### config.mk
export PLATFORM = sky130hd
export DESIGN_NAME = decoder_scan_n
export DESIGN_NICKNAME = d
export VERILOG_FILES = /design/src/rtl/decoder_pkg.sv /design/src/rtl/decoder_scan_n_dwell_counter.sv /design/src/rtl/decoder_scan_n.sv
export SDC_FILE = /design/constraint.sdc
export NUM_CORES = 1
export LEC_CHECK = 0
export ABC_CLOCK_PERIOD_IN_PS = 2100
export CORE_MARGIN = 1
export CORE_UTILIZATION = 45
export CTS_CLUSTER_SIZE = 24
export DETAILED_ROUTE_END_ITERATION = 12
export DONT_BUFFER_PORTS = 1
export PLACE_DENSITY = 0.7
export SYNTH_ARGS = -nofsm -noshare
export SYNTH_HDL_FRONTEND = slang
export SYNTH_HIERARCHICAL = 1
export SYNTH_SLANG_ARGS = --single-unit
### constraint.sdc
create_clock -name clk -period 2.1 [get_ports clk]
set_input_delay 0.63 -clock clk [delete_from_list [all_inputs] [get_ports clk]]
set_output_delay 0.63 -clock clk [all_outputs]
set_load 0.005 [all_outputs]
### src/rtl/decoder_pkg.sv
// Shared types and helpers for the registered one-hot decoder family.
// The optional DECODER_SCAN_BLANK_EN build adds a BLANK state between scan steps.
package decoder_pkg;

  typedef enum logic [1:0] {
    IDLE   = 2'd0,
    DIRECT = 2'd1,
    SCAN   = 2'd2,
    BLANK  = 2'd3
  } state_t;

  // Widest select supported by onehot(); users narrow the result with N_OUT'(...).
  localparam int MAX_N_BITS = 8;
  localparam int MAX_N_OUT  = 2 ** MAX_N_BITS;

  // Output count is always 2**N_BITS (not N_BITS**2); each block declares
  // localparam int N_OUT = 2 ** N_BITS using this default as the reference.
  localparam int DEFAULT_N_BITS = 3;
  localparam int DEFAULT_N_OUT  = 2 ** DEFAULT_N_BITS;

  function automatic logic [MAX_N_OUT-1:0] onehot(input logic [MAX_N_BITS-1:0] sel);
    onehot = MAX_N_OUT'(1) << sel;
  endfunction

endpackage

### src/rtl/decoder_scan_n_dwell_counter.sv
// Terminal-count dwell timer; done is high on the last cycle of each dwell period.
// Reusable by other multiplexing blocks; clr has priority over en.
module dwell_counter #(
  parameter int DWELL_CYCLES = 4
) (
  input  logic clk,
  input  logic rst_n,
  input  logic clr,
  input  logic en,
  output logic done
);

  localparam int CW = (DWELL_CYCLES > 1) ? $clog2(DWELL_CYCLES) : 1;
  localparam logic [CW-1:0] TERMINAL = CW'(DWELL_CYCLES - 1);

  logic [CW-1:0] count;

  assign done = en && (count == TERMINAL);

  always_ff @(posedge clk or negedge rst_n) begin
    if (!rst_n) begin
      count <= '0;
    end else if (clr || done) begin
      count <= '0;
    end else if (en) begin
      count <= count + CW'(1);
    end
  end

endmodule

### src/rtl/decoder_scan_n.sv
// Registered N-to-2^N one-hot decoder with direct and autonomous scan modes.
// Define DECODER_SCAN_BLANK_EN to insert one all-zero BLANK cycle before every scan step.
module decoder_scan_n
  import decoder_pkg::*;
#(
  parameter int N_BITS       = 3,
  parameter int DWELL_CYCLES = 4
) (
  input  logic                 clk,
  input  logic                 rst_n,
  input  logic                 ena,
  input  logic                 mode,
  input  logic [N_BITS-1:0]    a,
  input  logic [N_BITS-1:0]    last,
  output logic [2**N_BITS-1:0] out,
  output logic [N_BITS-1:0]    idx,
  output logic                 wrap
);

  localparam int N_OUT = 2 ** N_BITS;

  state_t            state;
  logic [N_BITS-1:0] last_reg;
  logic [N_BITS-1:0] idx_adv;
  logic              at_last;
  logic              dwell_en;
  logic              dwell_clr;
  logic              dwell_done;

  // The timer only runs while a scan is actually continuing this cycle, so
  // disable, mode change and scan entry all leave it cleared for the next dwell.
  assign dwell_en  = ena && mode && (state == SCAN);
  assign dwell_clr = !dwell_en;
  assign at_last   = (idx == last_reg);
  assign idx_adv   = at_last ? '0 : idx + N_BITS'(1);

  dwell_counter #(
    .DWELL_CYCLES(DWELL_CYCLES)
  ) u_dwell (
    .clk  (clk),
    .rst_n(rst_n),
    .clr  (dwell_clr),
    .en   (dwell_en),
    .done (dwell_done)
  );

  // Priority: reset, then ena=0, then mode, then the scan advance.
  always_ff @(posedge clk or negedge rst_n) begin
    if (!rst_n) begin
      state    <= IDLE;
      out      <= '0;
      idx      <= '0;
      wrap     <= 1'b0;
      last_reg <= '0;
    end else if (!ena) begin
      state <= IDLE;
      out   <= '0;
      wrap  <= 1'b0;
    end else if (!mode) begin
      state <= DIRECT;
      out   <= N_OUT'(onehot(MAX_N_BITS'(a)));
      idx   <= a;
      wrap  <= 1'b0;
    end else begin
      case (state)
        SCAN: begin
          if (dwell_done) begin
            idx  <= idx_adv;
            wrap <= at_last;
            if (at_last) begin
              last_reg <= last;
            end
`ifdef DECODER_SCAN_BLANK_EN
            state <= BLANK;
            out   <= '0;
`else
            out   <= N_OUT'(onehot(MAX_N_BITS'(idx_adv)));
`endif
          end else begin
            wrap <= 1'b0;
          end
        end
`ifdef DECODER_SCAN_BLANK_EN
        BLANK: begin
          state <= SCAN;
          out   <= N_OUT'(onehot(MAX_N_BITS'(idx)));
          wrap  <= 1'b0;
        end
`endif
        default: begin
          state    <= SCAN;
          idx      <= '0;
          out      <= N_OUT'(1);
          wrap     <= 1'b0;
          last_reg <= last;
        end
      endcase
    end
  end

endmodule

Word level (Yosys, flattened, before mapping)
Index checks and enable logic that the tools add are counted.
{"block": "word_totals", "register_bits": 19, "in_bits": 10, "output_inout_bits": 12}
{"block": "classes", "addsub": 2, "n_eq_ne": 8, "shifts": 2, "n_mux": 20, "n_reduce_logical": 8}
{"cell": "2-to-1 mux 8 bit", "count": 4}
{"cell": "2-to-1 mux 3 bit", "count": 7}
{"cell": "<< shifter 1 x 3 -> 8 bit (first input constant)", "count": 2}
{"cell": "2-to-1 mux 2 bit", "count": 5}
{"cell": "== test 2 bit (second input constant)", "count": 2}
{"cell": "2-to-1 mux 1 bit", "count": 4}
{"cell": "inequality test 4 x 3 -> 1 bit (second input constant)", "count": 1}
{"cell": "AND reduction 4 bit", "count": 1}
{"cell": "adder 3 x 1 -> 3 bit (second input constant)", "count": 1}
{"cell": "== test 3 bit", "count": 1}
{"cell": "logical AND 1 bit", "count": 3}
{"cell": "inequality test 3 x 2 -> 1 bit (second input constant)", "count": 1}
{"cell": "inequality test 3 bit (second input constant)", "count": 1}
{"cell": "adder 2 x 1 -> 2 bit (second input constant)", "count": 1}
{"cell": "inequality test 2 x 1 -> 1 bit (second input constant)", "count": 1}
{"cell": "inequality test 2 bit (second input constant)", "count": 1}
{"cell": "AND reduction 2 bit", "count": 1}
{"cell": "nonzero test 2 bit", "count": 1}
{"cell": "zero test 1 bit", "count": 1}
{"cell": "logical OR 1 bit", "count": 1}

Logic depth before layout (Yosys ltp)
{"block": "logic_depth", "ltp_word": 7, "ltp_mapped": 6}

Modules after synthesis
The synthesis kept the hierarchy.
{"module": "decoder_scan_n", "instances": 1, "cells_each": 91, "area_each_um2": 905.9}
{"module": "dwell_counter", "instances": 1, "cells_each": 10, "area_each_um2": 110.1}

Worst setup path before layout
No wires, ideal clock.
{"block": "synth_timing", "path_type": "input -> register", "startpoint": "input ena", "endpoint": "register idx[2]", "t_arrival_ps": 1799, "required_time_ps": 1979, "setup_slack_ps": 180, "path_stages": 6, "n_path_buf": 0, "cell_sequence": "nand4b_1 inv_1 and2_1 o21a_1 o31ai_1 a22o_1"}
{"block": "synth_via", "elab_chain_cells": 5}
{"item": "start: declaration", "line": "decoder_scan_n.sv:11", "rtl": "input logic ena,"}
{"item": "logical AND 1 bit (2 in series)", "line": "decoder_scan_n.sv:32", "rtl": "assign dwell_en = ena && mode && (state == SCAN);"}
{"item": "named net dwell_en", "line": "decoder_scan_n.sv:26", "rtl": "logic dwell_en;"}
{"item": "logical AND 1 bit", "line": "decoder_scan_n_dwell_counter.sv:18", "rtl": "assign done = en && (count == TERMINAL);"}
{"item": "named net dwell_done", "line": "decoder_scan_n.sv:28", "rtl": "logic dwell_done;"}
{"item": "inequality test 3 x 2 -> 1 bit (no line)"}
{"item": "AND reduction 2 bit (no line)"}
{"item": "end signal: assignment", "line": "decoder_scan_n.sv:68", "rtl": "idx <= idx_adv;"}
{"item": "end: declaration", "line": "decoder_scan_n.sv:16", "rtl": "output logic [N_BITS-1:0] idx,"}
The timed path passes the listed nets, and every way through them passes these cells.
A chain may end at the register's enable or synchronous reset.

Worst setup path in the final report
{"block": "layout_timing", "startpoint": "register state[0]", "endpoint": "register idx[2]"}
{"block": "layout_via", "elab_chain_cells": 5, "elab_cells_between_ends": 7}
{"item": "start: declaration", "line": "decoder_scan_n.sv:22", "rtl": "state_t state;"}
{"item": "start signal: assignment", "line": "decoder_scan_n.sv:50", "rtl": "state <= IDLE;"}
{"item": "start signal: assignment", "line": "decoder_scan_n.sv:56", "rtl": "state <= IDLE;"}
{"item": "start signal: assignment", "line": "decoder_scan_n.sv:60", "rtl": "state <= DIRECT;"}
{"item": "== test 2 bit", "line": "decoder_scan_n.sv:32"}
{"item": "logical AND 1 bit", "line": "decoder_scan_n.sv:32"}
{"item": "named net dwell_en", "line": "decoder_scan_n.sv:26"}
{"item": "logical AND 1 bit", "line": "decoder_scan_n_dwell_counter.sv:18"}
{"item": "named net dwell_done", "line": "decoder_scan_n.sv:28"}
{"item": "inequality test 3 x 2 -> 1 bit (no line)"}
{"item": "AND reduction 2 bit (no line)"}
The timed path passes the listed nets, and every way through them passes these cells.

==> reports/metrics.cfg <==
[status]
status = completed

[logic_synthesis]
syn_area_sq_um = 1020
ys_warn_count = 6
ys_ff_latch = 19
synth_cells = 101
synth_nets = 113
ys_seq_area_frac = 0.468
syn_area_per_cell_sq_um = 10.1
ys_types = 36

[critical_path]
cp.buffers_inverters = 1
cp-start-kind = register
path_cells = nand4b_1 -> inv_1 -> and2_1 -> o21a_1 -> o31ai_1 -> a22o_1
cp_top_family = compound AO/OA/AOI/OAI gates
slowest_stage = dfrtp_1
cp_data_arrival_time_ns = 1.98
path_class = register to register
crit_path_max_fanout = 7
critical_path.max_stage_delay_ns = 0.41
cp-end-kind = register
required_ns = 2.29

[drt]
vias_per_cell = 6.08
postRouteWirelength_microns = 2170
wl_per_cell_microns = 16.2
vias = 815
antenna_left = 0
drc_errors = 0
drtIter0Drc = 29
drtPass1Iterations = 4

[pwr]
power_leakage_nw = 0.490
clkPwrFrac = 0.245
swShare = 0.300
intPower_w = 0.000525
p_sw_w = 0.000225
vdd_drop_max_uv = 363
combPwrFrac = 0.197
p_per_area_nw_per_um2 = 686
seqPwrFrac = 0.559

[timing]
hold_violations = 0
slew_headroom = 0.420
fin_crit_sh = 0.852
worst_pin_slew_ns = 0.867
finalMaxSlewViolations = 0
rsz0062_at_grt = false
skew_ns = 0.000863
period_needed_ns = 1.79
setup_ws_ns = 0.310
setup_violations = 0
finalSetupTns_ns = 0
timing.fmax_mhz = 559

[clock_network]
clock-root-buffer = clkbuf_4
clk_pin_slew_ns = 0.10
cts_sinks = 19
htree_levels = 1
clock_path_buffers = 2
cts_made_buffers = 3
cts_setup_buffers = 0
cts_tree = built
clk_latency_ns = 0.29
ctsHoldBuffers = 0
cts_resized = 0

[final_layout]
antennaDiodeCount = 0
utilization = 0.536
final_cell_mix = 19 x dfrtp_1, 12 x nor2_1, 7 x a21oi_1, 5 x inv_1, 5 x nand2_1
drive_gt1_frac = 0.112
stdcell_area_sq_um = 1090
area_growth_syn_to_layout_pct = 7.64
fin_nets = 120
regArea_sq_um = 475
mostFrequentLayoutCell = dfrtp_1
fill_cells = 196
largest_reg_flops = 8
multi_input_area_sq_um = 522

[placement]
place_ws_ns = 0.162
dp_hpwl_microns = 1600
io_buffers = 0
dpl_cell_area_sq_um = 1060
gp_congestion = 0.857

[floorplan]
die_h_microns = 49.5
start_util = 0.498
ios = 22
fp.dieArea_sq_um = 2450
die_w_microns = 49.5
coreArea_sq_um = 2040
fp-row-count = 16

[global_route]
grt_max_degree = 20
grt_usage = 0.194
grt_pass1_wl_microns = 3500
antenna_found_initial = 0
grt_pass1_vias = 761
grt-ovfl-total = 0

[worst_hold_path]
hold_path.class = primary input to register

[job]
maxCapViolations = 0

[final cells by class]
type | count | area share
inverters | 5 | 0.0172
clock buffers | 4 | 0.0240
multi-input cells | 77 | 0.477
flip-flops and latches | 19 | 0.435
well taps | 27 | 0.0309
repair buffers | 2 | 0.0160
[synthesized netlist by cell type, drive strengths merged]
cell / n / area [sq um]
and4: 1 / 8.76
nand4b: 1 / 8.76
o21ai: 3 / 15.0
o21a: 1 / 7.51
dfrtp: 19 / 475
or2b: 1 / 7.51
and2: 4 / 25.0
nor2b: 2 / 12.5
a22oi: 3 / 22.5
nand2: 5 / 18.8
and3b: 1 / 8.76
o31ai: 1 / 7.51
and2b: 1 / 7.51
a32o: 1 / 10.0
nor2: 12 / 45.0
nand3: 3 / 15.0
a22o: 1 / 8.76
nand2b: 1 / 6.26
o211ai: 1 / 7.51
and3: 2 / 18.8
a21oi: 8 / 43.8
nand4: 2 / 12.5
or2: 1 / 6.26
xnor2: 3 / 26.3
nand3b: 3 / 22.5
a32oi: 3 / 26.3
inv: 5 / 18.8
a31oi: 4 / 40.0
ha: 2 / 25.0
or3b: 1 / 8.76
o22ai: 1 / 6.26
xor2: 1 / 8.76
mux2: 3 / 33.8
[logic make-up after synthesis]
| logic type | Yosys count | synth area share |
|---|---|---|
| AND/OR/NAND/NOR | 41 | 0.229 |
| AO/OA/AOI/OAI | 27 | 0.192 |
| buffers and inverters | 5 | 0.0185 |
| XOR/XNOR | 4 | 0.0345 |
| multiplexers | 3 | 0.0332 |
| adder cells (fa/ha/maj) | 2 | 0.0246 |
| flip-flops | 19 | 0.468 |
[power by group through the flow]
| stage | logic, W | clock network (W) | registers (W) |
|---|---|---|---|
| 6_report | 0.000147 | 0.000184 | 0.000419 |
| 5_1_grt | 0.000164 | 0.000208 | 0.000422 |
| 4_1_cts | 0.000138 | 0.000192 | 0.000419 |
| 3_5_place_dp | 0.000137 | 0 | 0.000426 |
| 3_3_place_gp | 0.000132 | 0 | 0.000425 |
| 2_1_floorplan | 0.000111 | 0 | 0.000418 |
[final timing paths]
kind,startpoint,end,slack [ns],depth (start not counted)
max in group asynchronous,rst_n,idx[2],0.69,1
hold / removal,mode,state[0],0.40,1
hold reg to reg,u_dwell/count[1],u_dwell/count[1],0.52,1
setup reg to reg,state[0],idx[2],0.31,6
setup / recovery,state[0],idx[2],0.31,6
min in group asynchronous,rst_n,out[4],0.89,1
[routing by layer]
metal,vias to the layer above,track usage,part of all wire
li1,380,-,-
met1,398,0.248,0.46
met2,35,0.311,0.46
met3,2,0.0556,0.076
met4,0,0.0714,0.0055
met5,-,0,0
[through the flow]
step,instances,hold slack (ns),total power (W)
floorplan,101,0.334,0.000529
global placement,129,0.335,0.000557
finish,134,0.402,0.000750
detailed placement,129,0.335,0.000563
global route,134,0.396,0.000794
CTS,133,0.00493,0.000749
(Power assumes the default switching activity.)
